===== config.mk =====
export PLATFORM = sky130hd
export DESIGN_NAME = convergecast_tree
export DESIGN_NICKNAME = d
export VERILOG_FILES = /design/src/rtl/convergecast_pkg.sv /design/src/rtl/convergecast_node.sv /design/src/rtl/convergecast_tree.sv
export SDC_FILE = /design/constraint.sdc
export NUM_CORES = 2
export LEC_CHECK = 0
export CAP_MARGIN = 10
export CORE_AREA = 2 2 669 671
export CTS_CLUSTER_DIAMETER = 80
export DETAILED_ROUTE_END_ITERATION = 12
export DIE_AREA = 0 0 671 673
export HOLD_SLACK_MARGIN = 0.08
export PLACE_DENSITY = 0.44
export SLEW_MARGIN = 5
export SYNTH_ARGS = -nofsm -noshare
export SYNTH_HDL_FRONTEND = slang
export SYNTH_SLANG_ARGS = --single-unit

===== constraint.sdc =====
create_clock -name clock -period 10.85 [get_ports clock]
set_input_delay 2.17 -clock clock [delete_from_list [all_inputs] [get_ports clock]]
set_output_delay 2.17 -clock clock [all_outputs]
set_load 0.05 [all_outputs]

===== src/rtl/convergecast_pkg.sv =====
// convergecast_pkg -- shared types and elaboration helpers for the convergecast
// min-reduction tree.
//   resp_t      : one response record (found, key, absolute node index), sized
//                 to the widest supported build; unused upper bits stay zero.
//   index_width : bits needed to name any of `nodes` sources (at least 1).
//   level_count : number of records present after `level` reduction stages.
//   tree_levels : number of registered reduction stages (at least 1).
package convergecast_pkg;

  // Widest key and index any build may request.
  localparam int KEY_WIDTH_MAX   = 64;
  localparam int INDEX_WIDTH_MAX = 32;

  typedef struct packed {
    logic                       found;
    logic [KEY_WIDTH_MAX-1:0]   key;
    logic [INDEX_WIDTH_MAX-1:0] index;
  } resp_t;

  function automatic int index_width(input int nodes);
    return (nodes <= 1) ? 1 : $clog2(nodes);
  endfunction

  function automatic int level_count(input int nodes, input int fanin, input int level);
    int cnt;
    cnt = nodes;
    for (int l = 0; l < level; l++) cnt = (cnt + fanin - 1) / fanin;
    return cnt;
  endfunction

  function automatic int tree_levels(input int nodes, input int fanin);
    int cnt;
    int lv;
    cnt = nodes;
    lv  = 0;
    for (int l = 0; l < 64; l++) begin
      if (cnt > 1) begin
        cnt = (cnt + fanin - 1) / fanin;
        lv++;
      end
    end
    return (lv < 1) ? 1 : lv;
  endfunction

endpackage


===== src/rtl/convergecast_node.sv =====
// convergecast_node -- one registered reduction node of the convergecast tree.
// Picks the responding child with the smallest key; on equal keys the
// leftmost child wins, which is the lowest absolute index because children
// are ordered by index.
//   clock, reset : rising-edge clock, synchronous active-high reset
//   valid_in     : the children carry a sample this cycle
//   kids         : FANIN child records (bit 0 = leftmost)
//   valid_out    : registered valid
//   rec_out      : registered winning record, all-zero if none found or invalid
module convergecast_node
  import convergecast_pkg::*;
#(
  parameter int FANIN = 3
) (
  input  logic               clock,
  input  logic               reset,
  input  logic               valid_in,
  input  resp_t [FANIN-1:0]  kids,
  output logic               valid_out,
  output resp_t              rec_out
);

  resp_t best;

  // NOTE: best gets its default before the loop so every path assigns it
  // (no latch); combinational blocks use blocking '=', registers use '<='.
  always_comb begin
    best = '0;
    for (int c = 0; c < FANIN; c++) begin
      // Strict '<' keeps the earlier (lower-index) child on a tie.
      if (kids[c].found && (!best.found || (kids[c].key < best.key))) begin
        best = kids[c];
      end
    end
  end

  always_ff @(posedge clock) begin
    if (reset) begin
      valid_out <= 1'b0;
      rec_out   <= '0;
    end else begin
      valid_out <= valid_in;
      rec_out   <= valid_in ? best : '0;
    end
  end

endmodule


===== src/rtl/convergecast_tree.sv =====
// convergecast_tree -- pipelined min-key reduction over NODES response sources.
// Each sample reduces to the lowest key among responding nodes (lowest index
// on ties) after LEVELS registered stages; a new sample is accepted every
// cycle with no backpressure.
//   clock, reset  : rising-edge clock, synchronous active-high reset
//   in_valid      : the response vector is a sample to reduce
//   in_key_valid  : per-node response flag
//   in_keys       : per-node response key
//   out_valid     : reduced result available this cycle
//   out_found     : at least one node responded
//   out_key       : minimum responding key (0 if none / not valid)
//   out_index     : lowest node index holding that key (0 if none / not valid)
// KEY_WIDTH must not exceed 64 and MAX_FANIN must be at least 2.
module convergecast_tree
  import convergecast_pkg::*;
#(
  parameter  int KEY_WIDTH   = 16,
  parameter  int MAX_FANIN   = 3,
  parameter  int NODES       = 100,
  localparam int INDEX_WIDTH = index_width(NODES),
  localparam int LEVELS      = tree_levels(NODES, MAX_FANIN)
) (
  input  logic                            clock,
  input  logic                            reset,
  input  logic                            in_valid,
  input  logic [NODES-1:0]                in_key_valid,
  input  logic [NODES-1:0][KEY_WIDTH-1:0] in_keys,
  output logic                            out_valid,
  output logic                            out_found,
  output logic [KEY_WIDTH-1:0]            out_key,
  output logic [INDEX_WIDTH-1:0]          out_index
);

  // stage[0] holds the raw leaf records; stage[l] holds the registered
  // outputs of reduction level l. Leaves carry their absolute index, so nodes
  // only forward the winner's index and never re-base it.
  for (genvar l = 0; l <= LEVELS; l++) begin : stage
    localparam int CNT = level_count(NODES, MAX_FANIN, l);
    logic              valid;
    resp_t [CNT-1:0]   rec;

    if (l == 0) begin : leaves
      // in_valid is not applied here; level-1 nodes ignore the leaves
      // entirely when it is low.
      assign valid = in_valid;
      for (genvar i = 0; i < NODES; i++) begin : leaf
        assign rec[i] = '{found: in_key_valid[i],
                          key:   KEY_WIDTH_MAX'(in_keys[i]),
                          index: INDEX_WIDTH_MAX'(i)};
      end
    end else begin : nodes
      localparam int PREV = level_count(NODES, MAX_FANIN, l - 1);
      logic [CNT-1:0] node_valid;

      // Group g reduces previous-level records g*MAX_FANIN onward; the last
      // group takes whatever remains.
      for (genvar g = 0; g < CNT; g++) begin : node
        localparam int FAN = ((PREV - g * MAX_FANIN) < MAX_FANIN) ?
                             (PREV - g * MAX_FANIN) : MAX_FANIN;
        convergecast_node #(
          .FANIN (FAN)
        ) u_node (
          .clock     (clock),
          .reset     (reset),
          .valid_in  (stage[l-1].valid),
          .kids      (stage[l-1].rec[g*MAX_FANIN +: FAN]),
          .valid_out (node_valid[g]),
          .rec_out   (rec[g])
        );
      end

      // Every node of a level sees the same valid, so their copies agree.
      assign valid = |node_valid;
    end
  end

  resp_t root;
  assign root = stage[LEVELS].rec[0];

  assign out_valid = stage[LEVELS].valid;
  assign out_found = root.found;
  assign out_key   = root.key[KEY_WIDTH-1:0];
  assign out_index = root.index[INDEX_WIDTH-1:0];

  // Upper record bits beyond this build's widths are always zero.
  logic unused_root;
  assign unused_root = ^root;

endmodule


==> Yosys cells after proc, flatten, opt, wreduce, memory -nomap -nowiden <==
Cells that the tools add are included.
Widths: inputs -> output; s select.
{ "word_totals": {"ff_bits": 5073, "in_bits": 1703, "out_inout_bits": 25, "wordCells": 878} }
{ "classes": {"n_lt_le_gt_ge": 99, "n_mux": 152, "bitwise": 8, "reduce_logical": 371} }
{ "ops": {"columns": ["operator", "count"], "rows": [
  ["$mux 97", 152],
  ["$lt 16x64->1", 66],
  ["$lt 64x64->1", 33],
  ["$reduce_or 4->1", 33],
  ["$reduce_or 3->1", 36],
  ["$logic_and 1x1->1", 99],
  ["$logic_not 1->1", 99],
  ["$logic_or 1x1->1", 99],
  ["$reduce_or 2->1", 5],
  ["$not 1->1", 8]
]} }

==> Depth between registers and ports, before layout <==
{ "depth": {"depth_word": 9, "mapped_depth": 24, "depth_no_buf": 18} }

==> By module <==
From an unflattened synthesis, not the netlist that was laid out.
{ "unflattened": {"hier_cells": 47074, "area_unflattened_um2": 386089.0} }
{ "by_module_without_submodules": {"columns": ["module", "n_inst", "cells_each", "area_per_inst_um2", "seq_area_each_um2"], "rows": [
  ["convergecast_node at stage[1].nodes.node[0].u_node ...", 22, 931, 7627.3, 1961.9],
  ["convergecast_node at stage[1].nodes.node[25].u_node ...", 22, 937, 7470.9, 1961.9],
  ["convergecast_node at stage[1].nodes.node[33].u_node ...", 3, 226, 3131.8, 1961.9],
  ["convergecast_node at stage[1].nodes.node[24].u_node", 1, 1068, 8262.9, 1961.9],
  ["convergecast_node at stage[3].nodes.node[0].u_node", 1, 922, 8015.2, 1961.9],
  ["convergecast_node at stage[1].nodes.node[6].u_node", 1, 883, 7895.1, 1961.9],
  ["convergecast_node at stage[1].nodes.node[11].u_node", 1, 963, 7714.9, 1961.9],
  ["convergecast_node at stage[3].nodes.node[2].u_node", 1, 968, 7689.9, 1961.9],
  ["convergecast_node at stage[5].nodes.node[0].u_node", 1, 475, 4828.4, 1961.9],
  ["convergecast_tree", 1, 21, 126.4, 0.0]
]} }

==> Worst setup path before layout <==
Ideal clock, no wire load.
{ "synth_path": {"path_type": "input port to flip-flop", "start": "input in_key_valid[33]", "end": "register stage[1].nodes.node[11].u_node.rec_out[38] (netlist bit)", "setup_ns": 0.128, "t_arrival_ns": 7.240, "t_required_ns": 10.722, "setup_slack_ns": 3.481, "stages": 22, "n_path_buf": 6, "path_cell_list": "clkbuf_1 > clkbuf_1 > buf_1 > nand2_1 > ha_1 > a21oi_1 > o21ai_0 > a2111oi_0 > nor2_1 > or2_2 > clkbuf_1 > nand2_1 > clkbuf_1 > a32oi_1 > ha_1 > nand2_1 > or4_1 > or4_1 > and2_1 > a211oi_2 > clkbuf_1 > a21oi_1"} }
{ "synth_between": {"elab_chain_len": 9, "elab_cells_between_ends": 11, "cone_classes": "2 x order compare; 3 x mux; 6 x reduce/logical"} }
{ "synth_rtl": {"columns": ["element", "line_no", "text"], "rows": [
  ["start, declared", "convergecast_tree.sv:26", "input logic [NODES-1:0] in_key_valid,"],
  ["$mux 97 *", "convergecast_node.sv:31", "if (kids[c].found && (!best.found || (kids[c].key < best.key))) begin"],
  ["$lt 16x64->1 or $logic_not 1->1 (tied branches)", "convergecast_node.sv:31", null],
  ["$logic_or 1x1->1", "convergecast_node.sv:31", null],
  ["$logic_and 1x1->1", "convergecast_node.sv:31", null],
  ["$mux 97 *", "convergecast_node.sv:31", null],
  ["$lt 16x64->1 or $logic_not 1->1 (tied branches)", "convergecast_node.sv:31", null],
  ["$logic_or 1x1->1", "convergecast_node.sv:31", null],
  ["$logic_and 1x1->1", "convergecast_node.sv:31", null],
  ["$mux 97 *", "convergecast_node.sv:31", null],
  ["end signal, assigned", "convergecast_node.sv:43", "rec_out <= valid_in ? best : '0;"],
  ["end, declared", "convergecast_node.sv:20", "output resp_t rec_out"]
]} }
Mark *: on every way between the ends. The rest lies on a longest branch, timed or not.
A chain may end at the register's enable or synchronous reset.

==> Worst setup path after layout <==
{ "layout_path": {"start": "input in_key_valid[51]", "end": "register stage[1].nodes.node[17].u_node.rec_out[33] (netlist bit)"} }
{ "layout_between": {"elab_chain_len": 9, "elab_cells_between_ends": 11, "cone_classes": "2 x order compare; 3 x mux; 6 x reduce/logical"} }
{ "layout_rtl": {"columns": ["element", "line_no"], "rows": [
  ["$mux 97 *", "convergecast_node.sv:31"],
  ["$lt 16x64->1 or $logic_not 1->1 (tied branches)", "convergecast_node.sv:31"],
  ["$logic_or 1x1->1", "convergecast_node.sv:31"],
  ["$logic_and 1x1->1", "convergecast_node.sv:31"],
  ["$mux 97 *", "convergecast_node.sv:31"],
  ["$lt 16x64->1 or $logic_not 1->1 (tied branches)", "convergecast_node.sv:31"],
  ["$logic_or 1x1->1", "convergecast_node.sv:31"],
  ["$logic_and 1x1->1", "convergecast_node.sv:31"],
  ["$mux 97 *", "convergecast_node.sv:31"],
  ["end signal, assigned", "convergecast_node.sv:43"],
  ["end, declared", "convergecast_node.sv:20"]
]} }
Marks and branches as above.

==> summary.txt <==
STA
  • Worst Setup Slack, final: 2.88 ns
  • Setup TNS: 0 ns
  • Highest clock rate: 0.125 GHz
  • Max-slew violation count: 0
  • Min cycle time layout: 7.97 ns
  • Max_slew headroom: 4.11%
  • Slew of the pin with the lowest slew margin: 1.43 ns
  • Final setup fails: 0
  • Period utilization: 73.4%
  • Final Skew: 0.0433 ns
  • Unrepaired setup endpoints after global routing: false
  • Worst hold slack: 0.433 ns
  • Final-report hold violation count: 0

Placement
  • Quantity of I/O buffers inserted on ports: 1727
  • Dpl ws: 2.08 ns
  • Hpwl dp: 392000 microns
  • Inst Count DP: 17800
  • GP Congestion: 0.945

Synthesis
  • Sequential area share after synthesis: 26.6%
  • Distinct cells, synth: 83
  • Post-synth EDFFs: 0
  • Warnings from Yosys: 0
  • Mapped Area: 84100 sq um
  • Simple-gate share of the synthesized area: 19.9%
  • Syn nets: 13800
  • Multiplexer area fraction after synthesis: 0.866%
  • Top FF cell, synth: dfxtp_1
  • Post-Synthesis Cells: 10600
  • Async SR Flop Fraction: 0%
  • Xor-xnor portion of the synthesized cell area: 0%
  • Compound-Gate Fraction of Synth Area: 26.7%
  • Post-synthesis adder-cell area fraction: 22.1%
  • Largest family of logic cells by synthesized area: compound AO/OA/AOI/OAI gates
  • Synth Register Bits: 1119
  • Synthesized area per cell: 7.92 sq um

Clocking
  • CTS Root Cell: clkbuf_16
  • Clk buf depth: 4
  • CTS Hold Bufs: 0
  • CTS Buf Count: 161
  • H-tree depth: 4
  • Clock Latency Late Sink: 0.86 ns
  • Post-CTS Setup Repair Bufs: 0
  • CTS tree: built
  • # resized after CTS: 0
  • # clock sinks: 1119
  • Clock transition at path regs: 0.06 ns

Worst setup path
  • Startpoint class of the critical path: primary input
  • FF-to-FF path depth: 20
  • Max FO, Critical Path: 24
  • Critical Path End Type: flop
  • Setup crit end: stage[1].nodes.node[17].u_node.rec_out[33]$_SDFF_PP0_
  • Critical path startpoint: in_key_valid[51]
  • Setup CP Type: in -> reg
  • R2R Path Start: stage[2].nodes.node[3].u_node.rec_out[96]$_SDFF_PP0_
  • Critical Path AT: 8.70 ns
  • Worst flop-to-flop path endpoint: stage[3].nodes.node[1].u_node.rec_out[2]$_SDFF_PP0_
  • Reg2reg setup slack: 3.82 ns
  • CP required: 11.58 ns

Global route
  • All-layer global routing usage: 19.4%
  • GRT overflow: 0
  • Vias in the first global route: 84300
  • First-pass GRT wire length: 633000 microns
  • Largest net degree at the start of global routing: 135
  • Initial antenna violation count: 263

Die
  • Die Area: 452000 sq um
  • # rows: 245
  • Die Span X: 671 microns
  • Ports: 1728
  • Die height: 673 microns
  • Core area: 444000 sq um
  • Initial Util: 18.9%

Routing
  • Routed len/inst: 25.2 microns
  • Vias: 86200
  • Remaining DRCs: 0
  • WL final: 458000 microns
  • Post-route ant nets: 0
  • Initial DRC Count: 5583
  • DR pass1 iterations: 6
  • Via/cell ratio: 4.74

Cells and area
  • Area Growth Syn to Fin: 35.3%
  • Final cell count without fillers: 18200
  • Final #Nets: 15200
  • Commonest cells after routing, fill and taps aside: clkdlybuf4s50_1, ha_1, nor2_1, dfxtp_1, nand2_1
  • Share of cells above drive strength 1: 4.66%
  • Commonest non-fill, non-tap cell in the layout: clkdlybuf4s50_1

Power and ir drop
  • Static Leak: 45.0 nW
  • Int Power: 0.00940 W
  • Peak VDD IR: 115 uV
  • Seq pwr share: 32.2%
  • Total power per unit cell area: 123 nW/um^2
  • Final Power: 0.0140 W
  • Clock network power share: 40.1%
  • NetSw: 0.00459 W
  • Net Sw Frac: 32.8%
  • Logic pwr share: 27.7%

Worst hold path
  • HP Class: reg -> reg

Run status
  • Outcome: complete, no violations

Job
  • MaxCap Viol Count: 0
cell type report:
class | instances | area (sq um)
Multi-Input combinational cell | 8668 | 58900
Tap cell | 5928 | 7420
Sequential cell | 1119 | 22400
Timing Repair Buffer | 1856 | 18300
Fill cell | 48500 | 330000
Inverter | 226 | 861
Clock inverter | 82 | 1130
Antenna cell | 109 | 273
Clock buffer | 206 | 4440
cells in the mapped netlist (all sizes together), types with 17 or more instances:
master	n	area, sq um
nand4	203	1270
ha	1485	18600
buf	78	340
a22oi	95	718
and2	46	288
nor3	224	1120
o221ai	17	149
a2111oi	31	273
a221oi	37	324
a21oi	1039	5200
a211o	39	342
nor2	1132	4250
mux2	46	518
a21o	248	1860
a32oi	34	298
o211ai	75	563
o31a	17	149
nor3b	43	338
nand3b	18	135
mux2i	21	210
nor2b	200	1250
and3	122	763
a31oi	244	1530
o21ai	611	3060
and4	24	210
o21a	126	946
nand3	272	1360
a211oi	481	3670
clkbuf	525	1970
o22ai	22	138
nand2b	74	463
nand2	1106	4150
a311oi	23	208
or2	32	200
or3	25	156
nor4bb	30	300
dfxtp	1119	22400
o211a	26	260
inv	225	845
o31ai	179	1340
nor4	37	231
state kept, by name (all words and copies together), names as in the netlist:
signal / count
stage.nodes.node.u_node.valid_out: 5
stage.nodes.node.u_node.rec_out: 1114
power groups by stage:
| stage | Combinational (W) | Sequential [W] | Clock, W |
|---|---|---|---|
| after floorplan | 0.00228 | 0.00446 | 0 |
| after global placement | 0.00383 | 0.00460 | 0 |
| after detailed placement | 0.00384 | 0.00460 | 0 |
| after CTS | 0.00387 | 0.00451 | 0.00582 |
| after global routing | 0.00434 | 0.00452 | 0.00596 |
| final | 0.00387 | 0.00451 | 0.00561 |
critical path, stage by stage:
cell             delay, ns
clkdlybuf4s50_1       1.04
nand2_1               0.13
ha_1                  0.35
a21oi_1               0.14
o21ai_0               0.10
a311o_1               0.38
and3_1                0.21
nor3b_2               0.94
nor2_1                0.54
a22oi_1               0.40
ha_1                  0.31
a21oi_1               0.14
o21ai_0               0.13
a221oi_1              0.37
o21ai_0               0.23
a311oi_1              0.41
nor3_2                0.17
buf_4                 0.25
a211oi_1              0.26
metal layers:
layer | GRT usage (%) | part of all wire (%) | vias to the layer above
met5 | 0 | 0.14 | -
met4 | 6.69 | 3.5 | 106
met3 | 3.54 | 5.0 | 711
met2 | 33.0 | 47 | 2283
met1 | 24.4 | 44 | 40600
li1 | - | - | 42500
through the flow:
| step | utilization, % | area (sq um) |
|---|---|---|
| floorplan | - | 84100 |
| global placement | 24.3 | 108000 |
| detailed placement | 24.3 | 108000 |
| CTS | 25.5 | 113000 |
| global route | 25.6 | 114000 |
| finish | 25.6 | 114000 |
worst min-delay path by stage:
stage,from,slack [ns],end,cells past startpoint
after global placement,stage[1].nodes.node[26].u_node.rec_out[4]$_SDFF_PP0_,0.42,stage[2].nodes.node[8].u_node.rec_out[4]$_SDFF_PP0_,2
after CTS,stage[1].nodes.node[26].u_node.rec_out[4]$_SDFF_PP0_,0.43,stage[2].nodes.node[8].u_node.rec_out[4]$_SDFF_PP0_,2
final,stage[1].nodes.node[5].u_node.rec_out[4]$_SDFF_PP0_,0.43,stage[2].nodes.node[1].u_node.rec_out[4]$_SDFF_PP0_,2
after global routing,stage[1].nodes.node[5].u_node.rec_out[4]$_SDFF_PP0_,0.45,stage[2].nodes.node[1].u_node.rec_out[4]$_SDFF_PP0_,2
after detailed placement,stage[1].nodes.node[26].u_node.rec_out[4]$_SDFF_PP0_,0.42,stage[2].nodes.node[8].u_node.rec_out[4]$_SDFF_PP0_,2
after floorplan,stage[1].nodes.node[5].u_node.rec_out[4]$_SDFF_PP0_,0.40,stage[2].nodes.node[1].u_node.rec_out[4]$_SDFF_PP0_,2
logic make-up after synthesis:
group | after synthesis
adder cells (fa/ha/maj) | 1485
multiplexers | 67
buffers and inverters | 829
flip-flops | 1119
AO/OA/AOI/OAI | 3497
AND/OR/NAND/NOR | 3619
Note: power is estimated with default switching activity, not from simulation.
